### src/rtl/acl2_spi_responder.sv
// acl2_spi_responder: SPI mode-0 slave emulating the ADXL362 register protocol
//   sclk, rst          SPI clock (sole clock), asynchronous active-high reset
//   cs, mosi           active-low chip select, serial data in (MSB first)
//   miso, miso_oe      serial read data (MSB first) and its drive enable, launched on negedge
//   acc_x/y/z          signed 12-bit sample sources, snapshotted at each read command
//   power_ctl          register 0x2D; measuring is power_ctl[1:0]==2'b10
//   filter_ctl         register 0x2C
//   xfer_done          one-sclk pulse per completed data byte
module acl2_spi_responder #(
    parameter logic [7:0] DEVID_AD  = 8'hAD,
    parameter logic [7:0] DEVID_MST = 8'h1D,
    parameter logic [7:0] PARTID    = 8'hF2
) (
    input  logic               sclk,
    input  logic               rst,
    input  logic               cs,
    input  logic               mosi,
    output logic               miso,
    output logic               miso_oe,
    input  logic signed [11:0] acc_x,
    input  logic signed [11:0] acc_y,
    input  logic signed [11:0] acc_z,
    output logic [7:0]         power_ctl,
    output logic [7:0]         filter_ctl,
    output logic               measuring,
    output logic               xfer_done
);
    typedef enum logic [1:0] {S_CMD, S_ADDR, S_DATA, S_IGNORE} state_t;
    state_t      state, state_n;
    logic [2:0]  bitcnt;
    logic [6:0]  sh;
    logic [7:0]  rx, ptr, tx_byte, rd_addr, rd_data;
    logic [11:0] snap_x, snap_y, snap_z;
    logic        rd_mode, done, drive;
    assign rx        = {sh, mosi};
    assign done      = !cs && bitcnt == 3'd7;
    assign measuring = power_ctl[1:0] == 2'b10;
    // Read data is fetched for the address just received while in ADDR, else for ptr.
    assign rd_addr   = state == S_ADDR ? rx : ptr;
    assign drive     = !cs && state == S_DATA && rd_mode;
    always_ff @(posedge sclk or posedge rst)
        if (rst) state <= S_CMD;
        else     state <= state_n;
    always_comb begin
        state_n = state;
        if (cs)
            state_n = S_CMD;
        else if (done)
            case (state)
                S_CMD:   state_n = (rx == 8'h0A || rx == 8'h0B) ? S_ADDR : S_IGNORE;
                S_ADDR:  state_n = S_DATA;
                default: state_n = state;
            endcase
    end
    always_comb begin
        rd_data = 8'h00;
        case (rd_addr)
            8'h00:   rd_data = DEVID_AD;
            8'h01:   rd_data = DEVID_MST;
            8'h02:   rd_data = PARTID;
            8'h08:   rd_data = measuring ? snap_x[11:4] : 8'h00;
            8'h09:   rd_data = measuring ? snap_y[11:4] : 8'h00;
            8'h0A:   rd_data = measuring ? snap_z[11:4] : 8'h00;
            8'h0B:   rd_data = {7'b0, measuring};
            8'h0E:   rd_data = measuring ? snap_x[7:0] : 8'h00;
            8'h0F:   rd_data = measuring ? {{4{snap_x[11]}}, snap_x[11:8]} : 8'h00;
            8'h10:   rd_data = measuring ? snap_y[7:0] : 8'h00;
            8'h11:   rd_data = measuring ? {{4{snap_y[11]}}, snap_y[11:8]} : 8'h00;
            8'h12:   rd_data = measuring ? snap_z[7:0] : 8'h00;
            8'h13:   rd_data = measuring ? {{4{snap_z[11]}}, snap_z[11:8]} : 8'h00;
            8'h2C:   rd_data = filter_ctl;
            8'h2D:   rd_data = power_ctl;
            default: rd_data = 8'h00;
        endcase
    end
    always_ff @(posedge sclk or posedge rst)
        if (rst) begin
            bitcnt     <= 3'd0;
            sh         <= 7'd0;
            ptr        <= 8'h00;
            tx_byte    <= 8'h00;
            rd_mode    <= 1'b0;
            xfer_done  <= 1'b0;
            power_ctl  <= 8'h00;
            filter_ctl <= 8'h13;
            snap_x     <= 12'd0;
            snap_y     <= 12'd0;
            snap_z     <= 12'd0;
        end else if (cs) begin
            bitcnt    <= 3'd0;
            xfer_done <= 1'b0;
        end else begin
            bitcnt    <= bitcnt + 3'd1;
            sh        <= {sh[5:0], mosi};
            xfer_done <= done && state == S_DATA;
            if (done)
                case (state)
                    S_CMD: begin
                        rd_mode <= rx == 8'h0B;
                        if (rx == 8'h0B) begin
                            snap_x <= acc_x;
                            snap_y <= acc_y;
                            snap_z <= acc_z;
                        end
                    end
                    S_ADDR: begin
                        ptr <= rd_mode ? rx + 8'd1 : rx;
                        if (rd_mode) tx_byte <= rd_data;
                    end
                    S_DATA: begin
                        ptr <= ptr + 8'd1;
                        if (rd_mode) tx_byte <= rd_data;
                        else if (ptr == 8'h2C) filter_ctl <= rx;
                        else if (ptr == 8'h2D) power_ctl <= rx;
                    end
                    default: ;
                endcase
        end
    // Launch on negedge so the master samples bit 7 on the first posedge of a data byte.
    always_ff @(negedge sclk or posedge rst)
        if (rst) begin
            miso    <= 1'b0;
            miso_oe <= 1'b0;
        end else begin
            miso    <= drive && tx_byte[3'd7 - bitcnt];
            miso_oe <= drive;
        end
endmodule

### config.mk
export PLATFORM = sky130hd
export DESIGN_NAME = acl2_spi_responder
export DESIGN_NICKNAME = d
export VERILOG_FILES = /design/src/rtl/acl2_spi_responder.sv
export SDC_FILE = /design/constraint.sdc
export NUM_CORES = 1
export LEC_CHECK = 0
export ABC_AREA = 1
export CAP_MARGIN = 20
export CORE_AREA = 2 2 117 147
export CTS_CLUSTER_DIAMETER = 30
export CTS_CLUSTER_SIZE = 12
export DETAILED_ROUTE_END_ITERATION = 7
export DIE_AREA = 0 0 119 149
export SYNTH_ARGS = -nofsm -noshare
export SYNTH_HDL_FRONTEND = slang
export SYNTH_SLANG_ARGS = --single-unit
### constraint.sdc
create_clock -name sclk -period 5.14 [get_ports sclk]
set_input_delay 0.514 -clock sclk [delete_from_list [all_inputs] [get_ports sclk]]
set_output_delay 0.514 -clock sclk [all_outputs]
set_load 0.02 [all_outputs]
### After elaboration in Yosys (flattened, before gate mapping)

Index checks and enable logic that the tools add are counted.

| operators by class | value |
|---|---|
| $add $sub $neg | 4 |
| order comparisons | 1 |
| eq/ne operators | 22 |
| multiplexer cells | 21 |
| bitwise gates (word level) | 3 |
| reduce and logical (&&, ||, !) cells | 20 |

Operators by type and width:

| cell | count |
|---|---|
| 8-bit case mux with 15 select lines | 1 |
| 8-bit 2-to-1 mux | 11 |
| 8-bit by 4-bit equality test with 1-bit output (second input constant) | 8 |
| 8-bit by 5-bit equality test with 1-bit output (second input constant) | 4 |
| 8-bit by 6-bit equality test with 1-bit output (second input constant) | 4 |
| 8-bit by 1-bit adder with 8-bit output (second input constant) | 2 |
| 8-bit case mux with 2 select lines | 1 |
| 8-bit by 1-bit equality test with 1-bit output (second input constant) | 1 |
| 8-bit by 2-bit equality test with 1-bit output (second input constant) | 1 |
| 8-bit zero test | 1 |
| 4-bit AND reduction | 2 |
| 2-bit 2-to-1 mux | 3 |
| 3-bit AND reduction | 2 |
| 6-bit AND reduction | 1 |
| 1-bit logical AND | 5 |
| 5-bit AND reduction | 1 |
| 2-bit equality test (second input constant) | 2 |
| 3-bit by 4-bit < comparator with 1-bit output (second input constant) | 1 |
| 2-bit case mux with 2 select lines | 1 |
| 2-bit nonzero test | 2 |
| 3-bit by 1-bit adder with 3-bit output (second input constant) | 1 |
| 1-bit binary-select mux with 3-bit select | 1 |
| 3-bit equality test (second input constant) | 1 |
| 3-bit 2-to-1 mux | 1 |
| other kinds (10) | 13 |

| word-level totals | value |
|---|---|
| flip-flop bits (word level) | 84 |
| bits of input ports | 40 |
| output and inout bits | 20 |
| word-level logic and storage cells | 85 |

### Depth between registers and ports, before layout

Gate-level depths: netlist (run 1).

| logic depth | value |
|---|---|
| word-level depth | 6 |
| mapped depth | 16 |
| mapped depth without buffers | 15 |

==> results.cfg, run 1 <==
[sta]
tightest_slew_ns = 0.766
holdWs_ns = 0.474
maxSlewViolCount = 0
hold_violations = 0
rsz0062_at_grt = no
finalSetupTns_ns = 0
setup_viol = 0
slew_headroom = 0.489
clock_skew_ns = 0.0127

[route]
vias = 4498
postRouteAntennaNets = 0
drcViolationCount = 0
wirelength_mm = 14.4
drt_iter0_drc = 270
first_pass_iters = 5
via_per_inst = 4.94
wl_per_cell_um = 15.9

[power]
p_leak_nw = 2.78
p_per_area_mw_per_mm2 = 239
total_power_mw = 1.43
vdd_drop_max_uv = 132

[clocking]
clk_pin_slew_ns = 0.07
cts_tree = done
clock_latency_ns = 0.36
clockRootBuffer = clkbuf_16
clock_path_buffers = 2
cts_hold_buf = 0
clock-sinks = 84
cts_resized = 0
postCtsSetupRepairBufs = 0
htree_levels = 3
cts_buffers = 9

[logic_synthesis]
synth.distinct_cells = 38
synth_warnings = 0
avgSynthCellArea_um2 = 7.84
synth_top_area_cell = dfrtp_1
synthTopCellsByArea = dfrtp_1 40%, nand2_1 13%, mux2_2 6.8%, nand3_1 6.1%, nor2_1 5.2%
synthCells = 632
synth_nets = 682
ys_seq_elements = 84
yosysTopAreaCellShare = 0.399
yosysSeqAreaShare = 0.425
syn_area_mm2 = 0.00495

[setup_path]
critical_path.top_delay_family = simple AND/OR/NAND/NOR gates
endpoint_kind = flop
path_class = flop to flop
critPathLaunchType = flop
cp_common_cell = inv_1
slowest_delay_ns = 0.49
worst-path-buf-inv = 2
cp.required_ns = 2.96
path_cells = inv_1 > ha_1 > inv_1 > nor3_1 > o21ai_0 > nor2_1
critPathArrivalTime_ns = 2.32
worst-path-max-fanout = 11
critPathSlowestCell = nor3_1

[floorplanning]
die_y_um = 149
dieArea_mm2 = 0.0177
rows = 53
core_mm2 = 0.0165
start_util = 0.300
ioPinCount = 60
chipWidth_um = 119

[global_route]
grt_antenna_before_repair = 0
grt_usage = 0.168
grt-ovfl-total = 0
grt_max_degree = 60
grt_pass1_vias = 4400
grt_pass1_wl_mm = 23.1

[finish]
final_util = 0.364
num_antenna_cells = 0
drive_gt1_frac = 0.123
fillers = 1738
multi_input_comb_area_mm2 = 0.00251
regArea_mm2 = 0.00211
final_cells = 911
finalNetCount = 736
syn_to_final_growth_pct = 21.4

[placed_design]
dp_hpwl_mm = 10.8
dp_cells = 895
globalplace.congestion = 0.971
port_buffers = 59

[run_status]
status = finished, final reports clean

[hold_path]
holdCritPathClass = flop to flop

[job]
drv_cap = 0
## flip-flops by register name, summed over array words and instances (netlist names), 2 cells and up
signal and count:
filter_ctl 8, tx_byte 8, snap_x 12, power_ctl 8, state 2, sh 7, ptr 8, snap_z 12
bitcnt 3, snap_y 12
## report_power, final
part / leakage, nW / switching (mW) / total (mW) / internal [mW]
Combinational: 1.52 / 0.0671 / 0.113 / 0.0459
Clock: 0.141 / 0.291 / 0.625 / 0.334
Sequential: 1.12 / 0.0231 / 0.696 / 0.673
Total: 2.78 / 0.381 / 1.43 / 1.05
## cells in the final DEF, fill, tap and decap left out, drive strengths merged, types with 2 or more instances in the layout
| cell | n |
|---|---|
| nand2 | 179 |
| nor2 | 82 |
| dfrtp | 79 |
| inv | 62 |
| nand3 | 61 |
| clkdlybuf4s50 | 59 |
| o21ai | 56 |
| mux2 | 36 |
| nand4 | 12 |
| ha | 10 |
| clkbuf | 9 |
| a21oi | 8 |
| clkinv | 5 |
| a31oi | 4 |
| nor3 | 3 |
| nand3b | 3 |
| dfstp | 3 |
| buf | 3 |
| o22ai | 2 |
| nor3b | 2 |
| and2 | 2 |
| a22oi | 2 |
| dfrtn | 2 |
| nor4 | 2 |
## metrics by stage
| stage | cell area, um^2 | setup slack [ns] |
|---|---|---|
| 2_1_floorplan | 4950 | 0.0142 |
| 3_3_place_gp | 5730 | 0.690 |
| 3_5_place_dp | 5730 | 0.667 |
| 4_1_cts | 6010 | 0.647 |
| 5_1_grt | 6010 | 0.522 |
| 6_report | 6010 | 0.634 |
## worst min-delay path, stage by stage (launching register included)
cell and delay, ns:
dfrtp_1 0.34, nand2_1 0.05, nand2_1 0.06
## Yosys cell counts, drive strengths merged
| master | count |
|---|---|
| a211oi | 1 |
| a21oi | 8 |
| a22oi | 2 |
| a311oi | 1 |
| a31oi | 4 |
| and2 | 2 |
| buf | 9 |
| clkbuf | 10 |
| dfrtn | 2 |
| dfrtp | 79 |
| dfstp | 3 |
| ha | 10 |
| inv | 60 |
| mux2 | 36 |
| mux2i | 1 |
| nand2 | 179 |
| nand3 | 61 |
| nand3b | 3 |
| nand4 | 12 |
| nor2 | 82 |
| nor3 | 3 |
| nor3b | 2 |
| nor4 | 2 |
| o21ai | 56 |
| o22ai | 2 |
| o31ai | 1 |
| o32ai | 1 |
## cell families (layout without fill, tap and decap cells)
family | Yosys count | after routing | share of synthesized area
buffers and inverters | 79 | 138 | 0.0682
AOI/OAI and AO/OA | 76 | 76 | 0.0819
muxes | 37 | 37 | 0.0839
adders and majority gates | 10 | 10 | 0.0253
and+or+nand+nor | 346 | 346 | 0.316
DFF | 84 | 84 | 0.425
## cell type report
class,instances,area share
Clock buffer,9,0.0375
Clock inverter,7,0.00957
Inverter,60,0.0377
Multi-Input combinational cell,469,0.417
Sequential cell,84,0.350
Tap cell,220,0.0458
Timing Repair Buffer,62,0.102
## final timing paths
path,start,endpoint,slack (ns),cells past startpoint
setup / recovery,state[0]$_DFFE_PP0P_,miso$_DFF_NP0_,0.63,6
hold / removal,tx_byte[1]$_DFFE_PP0P_,tx_byte[1]$_DFFE_PP0P_,0.47,2
setup reg to reg,state[0]$_DFFE_PP0P_,miso$_DFF_NP0_,0.63,6
hold reg to reg,tx_byte[1]$_DFFE_PP0P_,tx_byte[1]$_DFFE_PP0P_,0.47,2
max in group asynchronous,rst,miso$_DFF_NP0_,1.88,2
min in group asynchronous,rst,snap_x[0]$_DFFE_PP0P_,0.48,2
## routing by layer
metal  share of wire  vias up  global-route usage  routed length, um
met2            0.49      128               0.277               7110
li1                -     2181                   -                  -
met1            0.43     2155               0.210               6170
met3           0.045       34              0.0352                657
met5               0        -                   0                  0
met4           0.035        0              0.0774                503
(Power assumes the default switching activity.)
==> run 2: changes to the inputs <==
Settings changed: HOLD_SLACK_MARGIN set to 0.03.
==> results of run 2 <==
Same layout as run 1: the final DEF is identical, and so are final timing and power.
==> run 3: changes to the inputs <==
--- a/constraint.sdc
+++ b/constraint.sdc
@@ -3,2 +3,2 @@
 set_output_delay 0.514 -clock sclk [all_outputs]
-set_load 0.02 [all_outputs]
+set_load 0.05 [all_outputs]
==> results.cfg, run 3 (synthesis gave the netlist of run 1 again) <==
[run_status]
status = finished, final reports clean

[clocking]
cts_tree = done
clock_latency_ns = 0.35
cts_hold_buf = 0
cts_resized = 0
cts_buffers = 9
postCtsSetupRepairBufs = 0
clockRootBuffer = clkbuf_16
clock_path_buffers = 2
clock-sinks = 84
clk_pin_slew_ns = 0.06
htree_levels = 3

[finish]
syn_to_final_growth_pct = 22.7
num_antenna_cells = 0
final_common_cell = nand2_1
multi_input_comb_area_mm2 = 0.00251
regArea_mm2 = 0.00211
fillers = 1723
final_cell_mix = 168 x nand2_1, 79 x dfrtp_1, 69 x nor2_1
top_regs = snap_x (12), snap_y (12), snap_z (12)
drive_gt1_frac = 0.123
finalNetCount = 737
final_util = 0.368

[global_route]
grt-ovfl-total = 0
grt_antenna_before_repair = 0
grt_pass1_wl_mm = 22.9
grt_usage = 0.166
grt_pass1_vias = 4372
grt_max_degree = 46

[hold_path]
holdCritPathClass = flop to flop

[route]
wl_per_cell_um = 15.6
postRouteAntennaNets = 0
wirelength_mm = 14.3
first_pass_iters = 5
via_per_inst = 4.81
drcViolationCount = 0
drt_iter0_drc = 275
vias = 4389

[sta]
hold_violations = 0
setup_ws_ns = 0.536
holdWs_ns = 0.479
slew_headroom = 0.526
tightest_slew_ns = 0.711
maxSlewViolCount = 0
finalSetupTns_ns = 0
rsz0062_at_grt = no
setup_viol = 0
clock_skew_ns = 0.0138

[setup_path]
critPathLaunchType = flop
critPathSlowestCell = clkdlybuf4s50_1
critPathArrivalTime_ns = 4.09
endpoint_kind = primary output
worst-path-max-fanout = 1
path_cells = clkdlybuf4s50_1
slowest_delay_ns = 0.79
critical_path.top_delay_family = buffers and inverters
path_class = flop to primary output
cp.required_ns = 4.63
worst-path-buf-inv = 1

[floorplanning]
start_util = 0.300
ioPinCount = 60
core_mm2 = 0.0165
dieArea_mm2 = 0.0177
die_y_um = 149
chipWidth_um = 119
rows = 53

[power]
p_leak_nw = 2.80
p_per_area_mw_per_mm2 = 255
total_power_mw = 1.55
vdd_drop_max_uv = 138

[placed_design]
post-place-ws_ns = 0.679
dp_hpwl_mm = 10.7
globalplace.congestion = 0.942
port_buffers = 59

[job]
drv_cap = 0
## run 3: layout make-up
cell class | instances | area share
well taps | 220 | 0.0453
flip-flops and latches | 84 | 0.346
multi-input cells | 469 | 0.413
inverters | 60 | 0.0373
clock inverters | 6 | 0.0185
clock buffers | 10 | 0.0377
repair buffers | 63 | 0.102
## run 3: per-layer routing
metal,track usage,share of wire,vias up
met2,0.281,0.49,126
met4,0.0637,0.025,0
li1,-,-,2172
met5,0,0,-
met1,0.206,0.44,2067
met3,0.0390,0.043,24
## run 3: through the flow
stage / std cells / instance area, um^2
after floorplan: 632 / 4950
after global placement: 896 / 5740
after detailed placement: 896 / 5740
after CTS: 912 / 6080
after global routing: 912 / 6080
final: 912 / 6080
## run 3: worst paths after layout
| check | slack (ns) | cells after the start | start | to |
|---|---|---|---|---|
| worst min register to register | 0.48 | 2 | tx_byte[1]$_DFFE_PP0P_ | tx_byte[1]$_DFFE_PP0P_ |
| worst max-delay path | 0.54 | 1 | miso_oe$_DFF_NP0_ | miso_oe |
| worst min-delay path | 0.48 | 2 | tx_byte[1]$_DFFE_PP0P_ | tx_byte[1]$_DFFE_PP0P_ |
| max in group asynchronous | 2.20 | 2 | rst | miso$_DFF_NP0_ |
| worst max register to register | 0.67 | 6 | state[0]$_DFFE_PP0P_ | miso$_DFF_NP0_ |
| min in group asynchronous | 0.65 | 3 | rst | filter_ctl[5]$_DFFE_PP0P_ |
## run 3: where the power goes
| group | internal (mW) | switching [mW] | total [mW] | leakage, nW |
|---|---|---|---|---|
| clock network | 0.475 | 0.266 | 0.741 | 0.155 |
| logic | 0.0464 | 0.0665 | 0.113 | 1.53 |
| registers | 0.673 | 0.0228 | 0.696 | 1.12 |
| total | 1.19 | 0.355 | 1.55 | 2.80 |
